$ cat src/rtl/cpu_pkg.sv
// Shared CPU definitions: load/store width codes and the MEM-stage access states.
package cpu_pkg;

    localparam logic [2:0] F3_LB  = 3'b000;
    localparam logic [2:0] F3_LH  = 3'b001;
    localparam logic [2:0] F3_LW  = 3'b010;
    localparam logic [2:0] F3_LBU = 3'b100;
    localparam logic [2:0] F3_LHU = 3'b101;

    typedef enum logic [1:0] {
        IDLE = 2'd0,
        WAIT = 2'd1,
        DONE = 2'd2
    } mem_state_e;

endpackage

$ cat src/rtl/mem_wb_stage_load_extend.sv
// Picks the addressed byte/half of a loaded word and sign- or zero-extends it.
module load_extend
    import cpu_pkg::*;
(
    input  logic [31:0] raw_i,
    input  logic [2:0]  funct3_i,
    input  logic [1:0]  addr_i,
    output logic [31:0] data_o
);

    logic [7:0]  byte_sel;
    logic [15:0] half_sel;

    always_comb begin
        byte_sel = raw_i[7:0];
        case (addr_i)
            2'd1:    byte_sel = raw_i[15:8];
            2'd2:    byte_sel = raw_i[23:16];
            2'd3:    byte_sel = raw_i[31:24];
            default: byte_sel = raw_i[7:0];
        endcase
        half_sel = addr_i[1] ? raw_i[31:16] : raw_i[15:0];

        case (funct3_i)
            F3_LB:   data_o = {{24{byte_sel[7]}}, byte_sel};
            F3_LH:   data_o = {{16{half_sel[15]}}, half_sel};
            F3_LBU:  data_o = {24'd0, byte_sel};
            F3_LHU:  data_o = {16'd0, half_sel};
            default: data_o = raw_i;
        endcase
    end

endmodule

$ cat src/rtl/mem_wb_stage.sv
// MEM-stage data-memory handshake controller plus the MEM/WB pipeline register.
// valid/ready: dm_req is held from issue until the cycle dm_ack is seen in WAIT; dm_ack outside WAIT is ignored.
module mem_wb_stage
    import cpu_pkg::*;
#(
    parameter int unsigned WAIT_LIMIT = 255
) (
    input  logic        clk,
    input  logic        reset,
    input  logic [31:0] MEM_ALU_out,
    input  logic [31:0] MEM_R_ALUout,
    input  logic [4:0]  MEM_write_addr,
    input  logic [2:0]  MEM_funct3,
    input  logic [31:0] MEM_pc,
    input  logic        MEM_RDSrc,
    input  logic        MEM_MemtoReg,
    input  logic        MEM_MemRead,
    input  logic        MEM_write_signal,
    input  logic        MEM_RegWrite,
    input  logic        MEM_f_RegWrite,
    input  logic        im_stall,
    input  logic        CSR_stall,
    input  logic        CSR_reset,
    input  logic [31:0] dm_rdata,
    input  logic        dm_ack,
    output logic        dm_req,
    output logic        dm_stall,
    output logic        dm_err,
    output logic [31:0] WB_rd_data,
    output logic [4:0]  WB_write_addr,
    output logic        WB_RegWrite,
    output logic        WB_f_RegWrite,
    output logic [1:0]  dbg_state_o
);

    localparam logic [7:0] LIMIT    = 8'(WAIT_LIMIT);
    localparam logic [7:0] LIMIT_M1 = 8'(WAIT_LIMIT - 1);

    mem_state_e  state_q, state_d;
    logic [7:0]  cnt_q, cnt_d;
    logic [31:0] held_q, held_d;
    logic [31:0] wb_data_q;
    logic [4:0]  wb_addr_q;
    logic        wb_rw_q, wb_frw_q;

    logic        access, advance, pipe_free, in_idle, in_wait;
    logic [31:0] raw_word, load_data, wb_sel;

    assign access    = MEM_MemRead | MEM_write_signal;
    assign pipe_free = ~im_stall & ~CSR_stall;
    assign in_idle   = (state_q == IDLE);
    assign in_wait   = (state_q == WAIT);

    // Gated by reset so a held access cannot keep the request up while the core is in reset.
    assign dm_req   = ~reset & ((in_idle & access) | in_wait);
    assign dm_stall = ~reset & ((in_idle & access) | (in_wait & ~dm_ack));
    assign dm_err   = ~reset & in_wait & ~dm_ack & (cnt_q == LIMIT_M1);
    assign advance  = pipe_free & ~dm_stall;

    always_comb begin
        state_d = state_q;
        cnt_d   = cnt_q;
        held_d  = held_q;
        unique case (state_q)
            IDLE: begin
                if (access) begin
                    state_d = WAIT;
                    cnt_d   = '0;
                end
            end
            WAIT: begin
                if (dm_ack) begin
                    held_d  = dm_rdata;
                    state_d = pipe_free ? IDLE : DONE;
                end else if (cnt_q == LIMIT_M1) begin
                    held_d  = '0;
                    state_d = DONE;
                end
                if (!dm_ack && cnt_q != LIMIT) cnt_d = cnt_q + 8'd1;
            end
            DONE: begin
                if (pipe_free) state_d = IDLE;
            end
            default: state_d = IDLE;
        endcase
    end

    always_ff @(posedge clk or posedge reset) begin
        if (reset) begin
            state_q <= IDLE;
            cnt_q   <= '0;
            held_q  <= '0;
        end else if (CSR_reset) begin
            state_q <= IDLE;
            cnt_q   <= '0;
            held_q  <= '0;
        end else begin
            state_q <= state_d;
            cnt_q   <= cnt_d;
            held_q  <= held_d;
        end
    end

    // Bypass the capture register on the ack cycle so the load can retire immediately.
    assign raw_word = (in_wait & dm_ack) ? dm_rdata : held_q;

    load_extend u_load_extend (
        .raw_i    (raw_word),
        .funct3_i (MEM_funct3),
        .addr_i   (MEM_ALU_out[1:0]),
        .data_o   (load_data)
    );

    always_comb begin
        if (MEM_MemtoReg)        wb_sel = load_data;
        else if (MEM_f_RegWrite) wb_sel = MEM_R_ALUout;
        else if (MEM_RDSrc)      wb_sel = MEM_pc + 32'd4;
        else                     wb_sel = MEM_ALU_out;
    end

    always_ff @(posedge clk or posedge reset) begin
        if (reset) begin
            wb_data_q <= '0;
            wb_addr_q <= '0;
            wb_rw_q   <= 1'b0;
            wb_frw_q  <= 1'b0;
        end else if (CSR_reset) begin
            wb_data_q <= '0;
            wb_addr_q <= '0;
            wb_rw_q   <= 1'b0;
            wb_frw_q  <= 1'b0;
        end else if (advance) begin
            wb_data_q <= wb_sel;
            wb_addr_q <= MEM_write_addr;
            wb_rw_q   <= MEM_RegWrite;
            wb_frw_q  <= MEM_f_RegWrite;
        end
    end

    assign WB_rd_data    = wb_data_q;
    assign WB_write_addr = wb_addr_q;
    assign WB_RegWrite   = wb_rw_q;
    assign WB_f_RegWrite = wb_frw_q;
    assign dbg_state_o   = state_q;

endmodule
$ cat config.mk
export PLATFORM = sky130hd
export DESIGN_NAME = mem_wb_stage
export DESIGN_NICKNAME = d
export VERILOG_FILES = /design/src/rtl/cpu_pkg.sv /design/src/rtl/mem_wb_stage_load_extend.sv /design/src/rtl/mem_wb_stage.sv
export SDC_FILE = /design/constraint.sdc
export NUM_CORES = 1
export LEC_CHECK = 0
export CAP_MARGIN = 5
export CORE_AREA = 2 2 118 120
export CTS_BUF_LIST = sky130_fd_sc_hd__clkbuf_8
export CTS_CLUSTER_DIAMETER = 100
export DETAILED_ROUTE_END_ITERATION = 12
export DIE_AREA = 0 0 120 122
export PLACE_DENSITY = 0.78
export SLEW_MARGIN = 20
export SYNTH_ARGS = -nofsm -noshare
export SYNTH_HDL_FRONTEND = slang
export SYNTH_SLANG_ARGS = --single-unit
$ cat constraint.sdc
create_clock -name clk -period 2.5 [get_ports clk]
set_input_delay 0.5 -clock clk [delete_from_list [all_inputs] [get_ports clk]]
set_output_delay 0.5 -clock clk [all_outputs]
set_load 0.03 [all_outputs]
Word-level counts from Yosys, hierarchy flattened

Index checks and enable logic that the tools add are counted.
Widths: inputs -> output; s select.

Bits in registers: 81
Output and inout port bits: 44
Word-level logic and storage cells: 82
Input bits: 148

Equality and inequality tests: 14
Add/subtract/negate cells: 2
Bitwise logic cells: 18
Reductions and logical operators: 11
Muxes and demuxes: 30

Operator list:

| cell                  | count |
|---|---|
| $mux 32               | 10 |
| $pmux 32 s4           | 1 |
| $add 32x3->32 const B | 1 |
| $mux 8                | 3 |
| $pmux 8 s3            | 1 |
| $mux 16               | 1 |
| $pmux 8 s2            | 1 |
| $mux 2                | 6 |
| $and 1x1->1           | 10 |
| $mux 5                | 2 |
| $add 8x1->8 const B   | 1 |
| $eq 8x8->1 const B    | 1 |
| $ne 8x8->1 const B    | 1 |
| $eq 2x2->1 const B    | 3 |
| $eq 3x3->1 const B    | 2 |
| $ne 3x3->1 const B    | 2 |
| $pmux 2 s3            | 1 |
| $reduce_and 3->1      | 2 |
| $reduce_bool 3->1     | 2 |
| $not 1->1             | 5 |
| $eq 2x1->1 const B    | 2 |
| $mux 1                | 4 |
| $ne 4x3->1 const B    | 1 |
| $reduce_bool 2->1     | 2 |
| 8 further kinds       | 10 |

Depth between registers and ports, before layout

Word-level depth: 8
Depth in mapped cells: 9
Gate-level depth less buffers: 8

Hierarchy

Synthesis repeated with hierarchy kept, for this count alone.

Cells, all modules: 677
Area total of the unflattened synthesis: 5,830.6 um^2

Modules (own cells, without submodules):

| module       | area an instance (um^2) | sequential area each (um^2) | cells an instance | instances |
|---|---|---|---|---|
| mem_wb_stage | 5,181.2                 | 2,026.9                     | 567               | 1 |
| load_extend  | 649.4                   | 0.0                         | 110               | 1 |

Worst setup path before layout

No wires, ideal clock.

Path kind: reg-to-reg
Start point: register state_q[0], in the netlist dbg_state_o[0]
End point: register wb_data_q[23], in the netlist WB_rd_data[23]
Data required time: 2.374 ns
Buffers on the path: 1
Clock period less this slack: 2.295 ns
Library setup time: 0.126 ns
Path slack: 0.205 ns
Stages on the path, launching flop included: 8
Arrival time: 2.169 ns
Path through: dfrtp_1 > buf_4 > and4b_1 > a2111oi_4 > nor3_2 > or3_4 > and2_4 > a221o_1

Word-level cells in the longest chain between the ends: 8
Elaborated cells between the ends (all ways): 17
Classes of those cells: eq/ne (1); mux (7); bitwise (7); reduce/logical (2)

Ends and longest elaborated chain:

| element                               | RTL line                                                       | text |
|---|---|---|
| start: declaration                    | mem_wb_stage.sv:39                                             | `mem_state_e state_q, state_d;` |
| start signal: assignment              | mem_wb_stage.sv:98                                             | `state_q <= state_d;` |
| $eq 2x1->1                            | mem_wb_stage.sv:52                                             | `assign in_wait = (state_q == WAIT);` |
| $and 1x1->1                           | mem_wb_stage.sv:105                                            | `assign raw_word = (in_wait & dm_ack) ? dm_rdata : held_q;` |
| $mux 32                               | mem_wb_stage.sv:105                                            |  |
| $pmux 8 s3 or $mux 16 (tied branches) | mem_wb_stage_load_extend.sv:16, mem_wb_stage_load_extend.sv:22 |  |
| $pmux 32 s4                           | mem_wb_stage_load_extend.sv:24                                 | `case (funct3_i)` |
| $mux 32                               | mem_wb_stage.sv:115                                            | `if (MEM_MemtoReg) wb_sel = load_data;` |
| $mux 32                               | mem_wb_stage.sv:132                                            | `end else if (advance) begin` |
| $mux 32                               | mem_wb_stage.sv:127                                            | `end else if (CSR_reset) begin` |
| end signal: assignment                | mem_wb_stage.sv:133                                            | `wb_data_q <= wb_sel;` |
| end: declaration                      | mem_wb_stage.sv:42                                             | `logic [31:0] wb_data_q;` |

Parallel ways exist; a longest one is shown, timed or not. The select of a mux whose other input is x is not followed.
A chain may end at the register's enable or synchronous reset.

Final worst setup path

Start point: input dm_ack
End point: register wb_data_q[24], in the netlist WB_rd_data[24]

Word-level cells in the longest chain between the ends: 7
Elaborated cells between the ends (all ways): 15
Classes of those cells: mux (7); bitwise (7); reduce/logical (1)

Ends and longest elaborated chain:

| element                                      | RTL line                                           | text |
|---|---|---|
| start: declaration                           | mem_wb_stage.sv:25                                 | `input logic dm_ack,` |
| $and 1x1->1 or $not 1->1 (tied branches)     | mem_wb_stage.sv:105, mem_wb_stage.sv:56            |  |
| $mux 32 or $and 1x1->1 (tied branches)       | mem_wb_stage.sv:105, mem_wb_stage.sv:56            |  |
| $pmux 8 s3, or another cell as far along     | mem_wb_stage_load_extend.sv:16                     | `case (addr_i)` |
| $pmux 32 s4 or $and 1x1->1 (tied branches)   | mem_wb_stage_load_extend.sv:24, mem_wb_stage.sv:56 |  |
| $mux 32 or $not 1->1 (tied branches)         | mem_wb_stage.sv:115, mem_wb_stage.sv:58            |  |
| $mux 32 or $and 1x1->1 (tied branches)       | mem_wb_stage.sv:132, mem_wb_stage.sv:58            |  |
| $mux 32 or $reduce_bool 2->1 (tied branches) | -                                                  |  |

Parallel ways exist; a longest one is shown, timed or not. The select of a mux whose other input is x is not followed.

==> summary.md <==
| Metric | Value |
|---|---|
| Status | finished clean |
| First-pass GRT wire length | between 30000 and 40000 microns |
| Max Fclk | just over 400 MHz |
| Hold-fix buffer count after cts | 0 |
| Clock period minus worst slack | about 2.4 ns |
| Global route overflow | 0 |
| TritonCTS Buffers | 9 |
| Transition at the pin with the smallest max-transition slack | between 0.8 and 0.9 ns |
| Worst voltage drop across the vdd grid | between 0.2 and 0.3 mV |
| Initial core utilization | 0.417 |
| Worst-Skew Late Latency | around 0.37 ns |
| Sequential share of the synthesized area | 0.360 |
| Top cell type's share of synthesized area | 0.360 |
| Number of antenna-violating nets in the routed design | 0 |
| H-tree lvl count | 3 |
| Clk pin slew, worst setup/hold paths | around 0.09 ns |
| Clock sink count | roughly 80 |
| Part of the cycle the worst path needs | 0.974 |
| Net count, final | about 1100 |
| Standard-cell row count | 43 |
| Sw Pwr | approximately 1100 uW |
| Total of cells resized after clock tree synthesis | 0 |
| Clock network fraction of total power | 0.301 |
| Clock tree from TritonCTS | yes |
| Gate count after technology mapping | between 600 and 700 |
| Setup repair after global routing missed its margin | false |
| Top_reg_cell synth | sky130_fd_sc_hd__dfrtp_1 |
| Required time of the worst setup path | between 2 and 3 ns |
| Endpoints failing setup | 0 |
| Count of flip-flops with a built-in enable after synthesis | 0 |
| Warnings, synthesis | 0 |
| Seq. cell area | around 0.002 sq mm |
| Antenna violations before repair | 0 |
| Most area-consuming cells after synthesis | sky130_fd_sc_hd__dfrtp_1 36%, sky130_fd_sc_hd__nand2_1 5.6%, sky130_fd_sc_hd__a21oi_1 5.2%, sky130_fd_sc_hd__mux2i_1 5.0%, sky130_fd_sc_hd__nor2_1 4.5% |
| Library cell occupying the most area in the post-synthesis netlist | sky130_fd_sc_hd__dfrtp_1 |
| #FFs+latches synth | 81 |
| Number of violations reported at the end of detailed-routing iteration 0 | about 460 |
| Cell at the root of the clock tree | sky130_fd_sc_hd__clkbuf_8 |
| Most used standard cell by instance count after synthesis | sky130_fd_sc_hd__nand2_1 |
| Die boundary height | about 120 microns |
| Logic pwr share | 0.316 |
| Count of endpoints failing hold in the final timing report | 0 |
| Global placer's final weighted congestion | between 0.9 and 1 |
| Post-Syn Area | between 0.005 and 0.006 sq mm |
| Top post-synthesis cells by count | 84 x sky130_fd_sc_hd__nand2_1, 81 x sky130_fd_sc_hd__dfrtp_1, 68 x sky130_fd_sc_hd__nor2_1, 59 x sky130_fd_sc_hd__a21oi_1, 37 x sky130_fd_sc_hd__clkbuf_1 |
| Number of buffers inserted to repair setup after CTS | 0 |
| Average cell area after synthesis | about 8.4 sq um |
| Synthesized net count | between 800 and 900 |
| Reported leakage power | between 0.003 and 0.004 uW |
| Sum Neg Setup Slack | 0 ns |
| Setup Crit Path Kind | in2reg |
| Global Route Usage Sum | 0.280 |
| Setup Skew | 0.0178 ns |
| Non-Filler Instances | ~1100 |
| Sequential power share | 0.384 |
| Power density over the cells | about 420 mW/mm^2 |
| Crit path launch type | input pin |
| Endpoint type of the worst setup path | flop |
| Share of synthesized registers carrying an async set or reset | 1.00 |
| Antenna diode count | 0 |
| Detailed Place HPWL | approximately 16000 microns |
| Arrival @ worst endpoint | between 2 and 3 ns |
| Fin. max-slew vios | 0 |
| Number of library cell types mapped by synthesis | 65 |
| Worst slew slack as a fraction of its limit | 0.462 |
| Vias/cell | roughly 5.6 |
| Number of buffers on the longest clock path | 2 |
| Routed wire length | roughly 21000 microns |
| Via count | about 6400 |
| Total power | between 3000 and 4000 uW |
| Die Area | about 0.015 sq mm |
| Power Internal | 2540 uW |
| Switching part of the total | 0.306 |
| Number of remaining DRC errors | 0 |
| Footprint of the multi-input gates | 0.00335 sq mm |
| Share of post-route cells with drive strength above 1 | 0.183 |
| Max-capacitance violation count | 0 |
| Largest net degree at the start of global routing | about 50 |
| Via count of the first global-routing pass | between 6000 and 7000 |
| Routed length per instance | approximately 18 microns |
| Number of I/O port buffers | 191 |
| Die span in x | 120 microns |
| Area of the core region | approximately 0.014 sq mm |
| Highest net fanout along the worst path | 8 |
| Path class of the lowest-slack min-delay path | reg2reg |
| Top-level port count | 192 |
| Placed Cells | roughly 1100 |
| Synthesis-to-layout area growth | 56.0% |
| Total iterations of the first detailed-routing run | 5 |
| # fillers | 1143 |
[placed cells by master (no fill, tap or decap), types with 15 or more instances in the layout]
cell                              instances
sky130_fd_sc_hd__nor2_1                  68
sky130_fd_sc_hd__o21ai_0                 33
sky130_fd_sc_hd__mux2i_1                 28
sky130_fd_sc_hd__dfrtp_1                 81
sky130_fd_sc_hd__buf_4                  132
sky130_fd_sc_hd__nand3_1                 16
sky130_fd_sc_hd__xor2_1                  15
sky130_fd_sc_hd__a211oi_1                17
sky130_fd_sc_hd__clkdlybuf4s50_1        187
sky130_fd_sc_hd__a22oi_1                 31
sky130_fd_sc_hd__nand2_1                 84
sky130_fd_sc_hd__nor3_1                  15
sky130_fd_sc_hd__a21oi_1                 59
[logic make-up (layout without fill, tap and decap cells)]
family,after synthesis,after routing,share of synthesized area
buffers and inverters,61,349,0.0462
XOR/XNOR,24,24,0.0373
AO/OA/AOI/OAI,215,215,0.265
multiplexers,34,34,0.0658
AND/OR/NAND/NOR,249,249,0.219
adder cells (fa/ha/maj),3,3,0.00667
flip-flops,81,81,0.360
[registers in the layout (all words and copies together), names as in the netlist]
register and flops:
held_q 32, WB_rd_data 32, WB_f_RegWrite 1, cnt_q 8, dbg_state_o 2, WB_RegWrite 1
WB_write_addr 5
[critical path, cell delays in order]
cell,delay [ns]
sky130_fd_sc_hd__clkdlybuf4s50_1,0.50
sky130_fd_sc_hd__buf_4,0.15
sky130_fd_sc_hd__nand3b_4,0.14
sky130_fd_sc_hd__a211oi_1,0.43
sky130_fd_sc_hd__nor4_1,0.15
sky130_fd_sc_hd__or2_2,0.34
sky130_fd_sc_hd__o21ai_0,0.27
sky130_fd_sc_hd__o221ai_1,0.18
[final timing paths]
path / start / end / slack, ns / depth (start not counted)
hold / removal: WB_rd_data[11] / WB_rd_data[11] / 0.50 / 2
min in group asynchronous: reset / cnt_q[6] / 0.67 / 4
setup / recovery: dm_ack / WB_rd_data[24] / 0.07 / 8
setup reg to reg: dbg_state_o[0] / WB_rd_data[31] / 0.19 / 7
hold reg to reg: WB_rd_data[11] / WB_rd_data[11] / 0.50 / 2
max in group asynchronous: reset / WB_rd_data[23] / 1.46 / 4
[power groups by stage]
stage	Combinational, uW	Sequential (uW)	Clock [uW]
floorplan	444	1490	0
global route	1240	1410	1170
global placement	1130	1430	0
CTS	1150	1410	1120
finish	1160	1410	1100
detailed placement	1140	1430	0
[layer usage]
layer  track usage  share of wire  vias up
li1              -              -     3050
met1         0.369           0.44     3037
met2         0.460           0.46      286
met3        0.0524          0.078       37
met4        0.0993          0.025        0
met5             0              0        -
[area by class of cell]
class / count / area share
tap: 180 / 0.0256
clock inverter: 6 / 0.0101
timing repair buffer: 322 / 0.331
inverter: 11 / 0.00513
sequential: 81 / 0.231
clock buffer: 10 / 0.0157
multi-input combinational: 525 / 0.382
[per-stage QoR]
stage	utilization	instance area, sq um	setup WS, ns	hold WS (ns)
after floorplan	-	5630	0.205	0.450
after global placement	0.634	8560	-0.268	0.465
after detailed placement	0.634	8560	-0.312	0.483
after CTS	0.650	8780	0.101	0.499
after global routing	0.650	8780	0.00119	0.530
final	0.650	8780	0.0651	0.497
No activity file was read; power rests on OpenSTA's default activity.
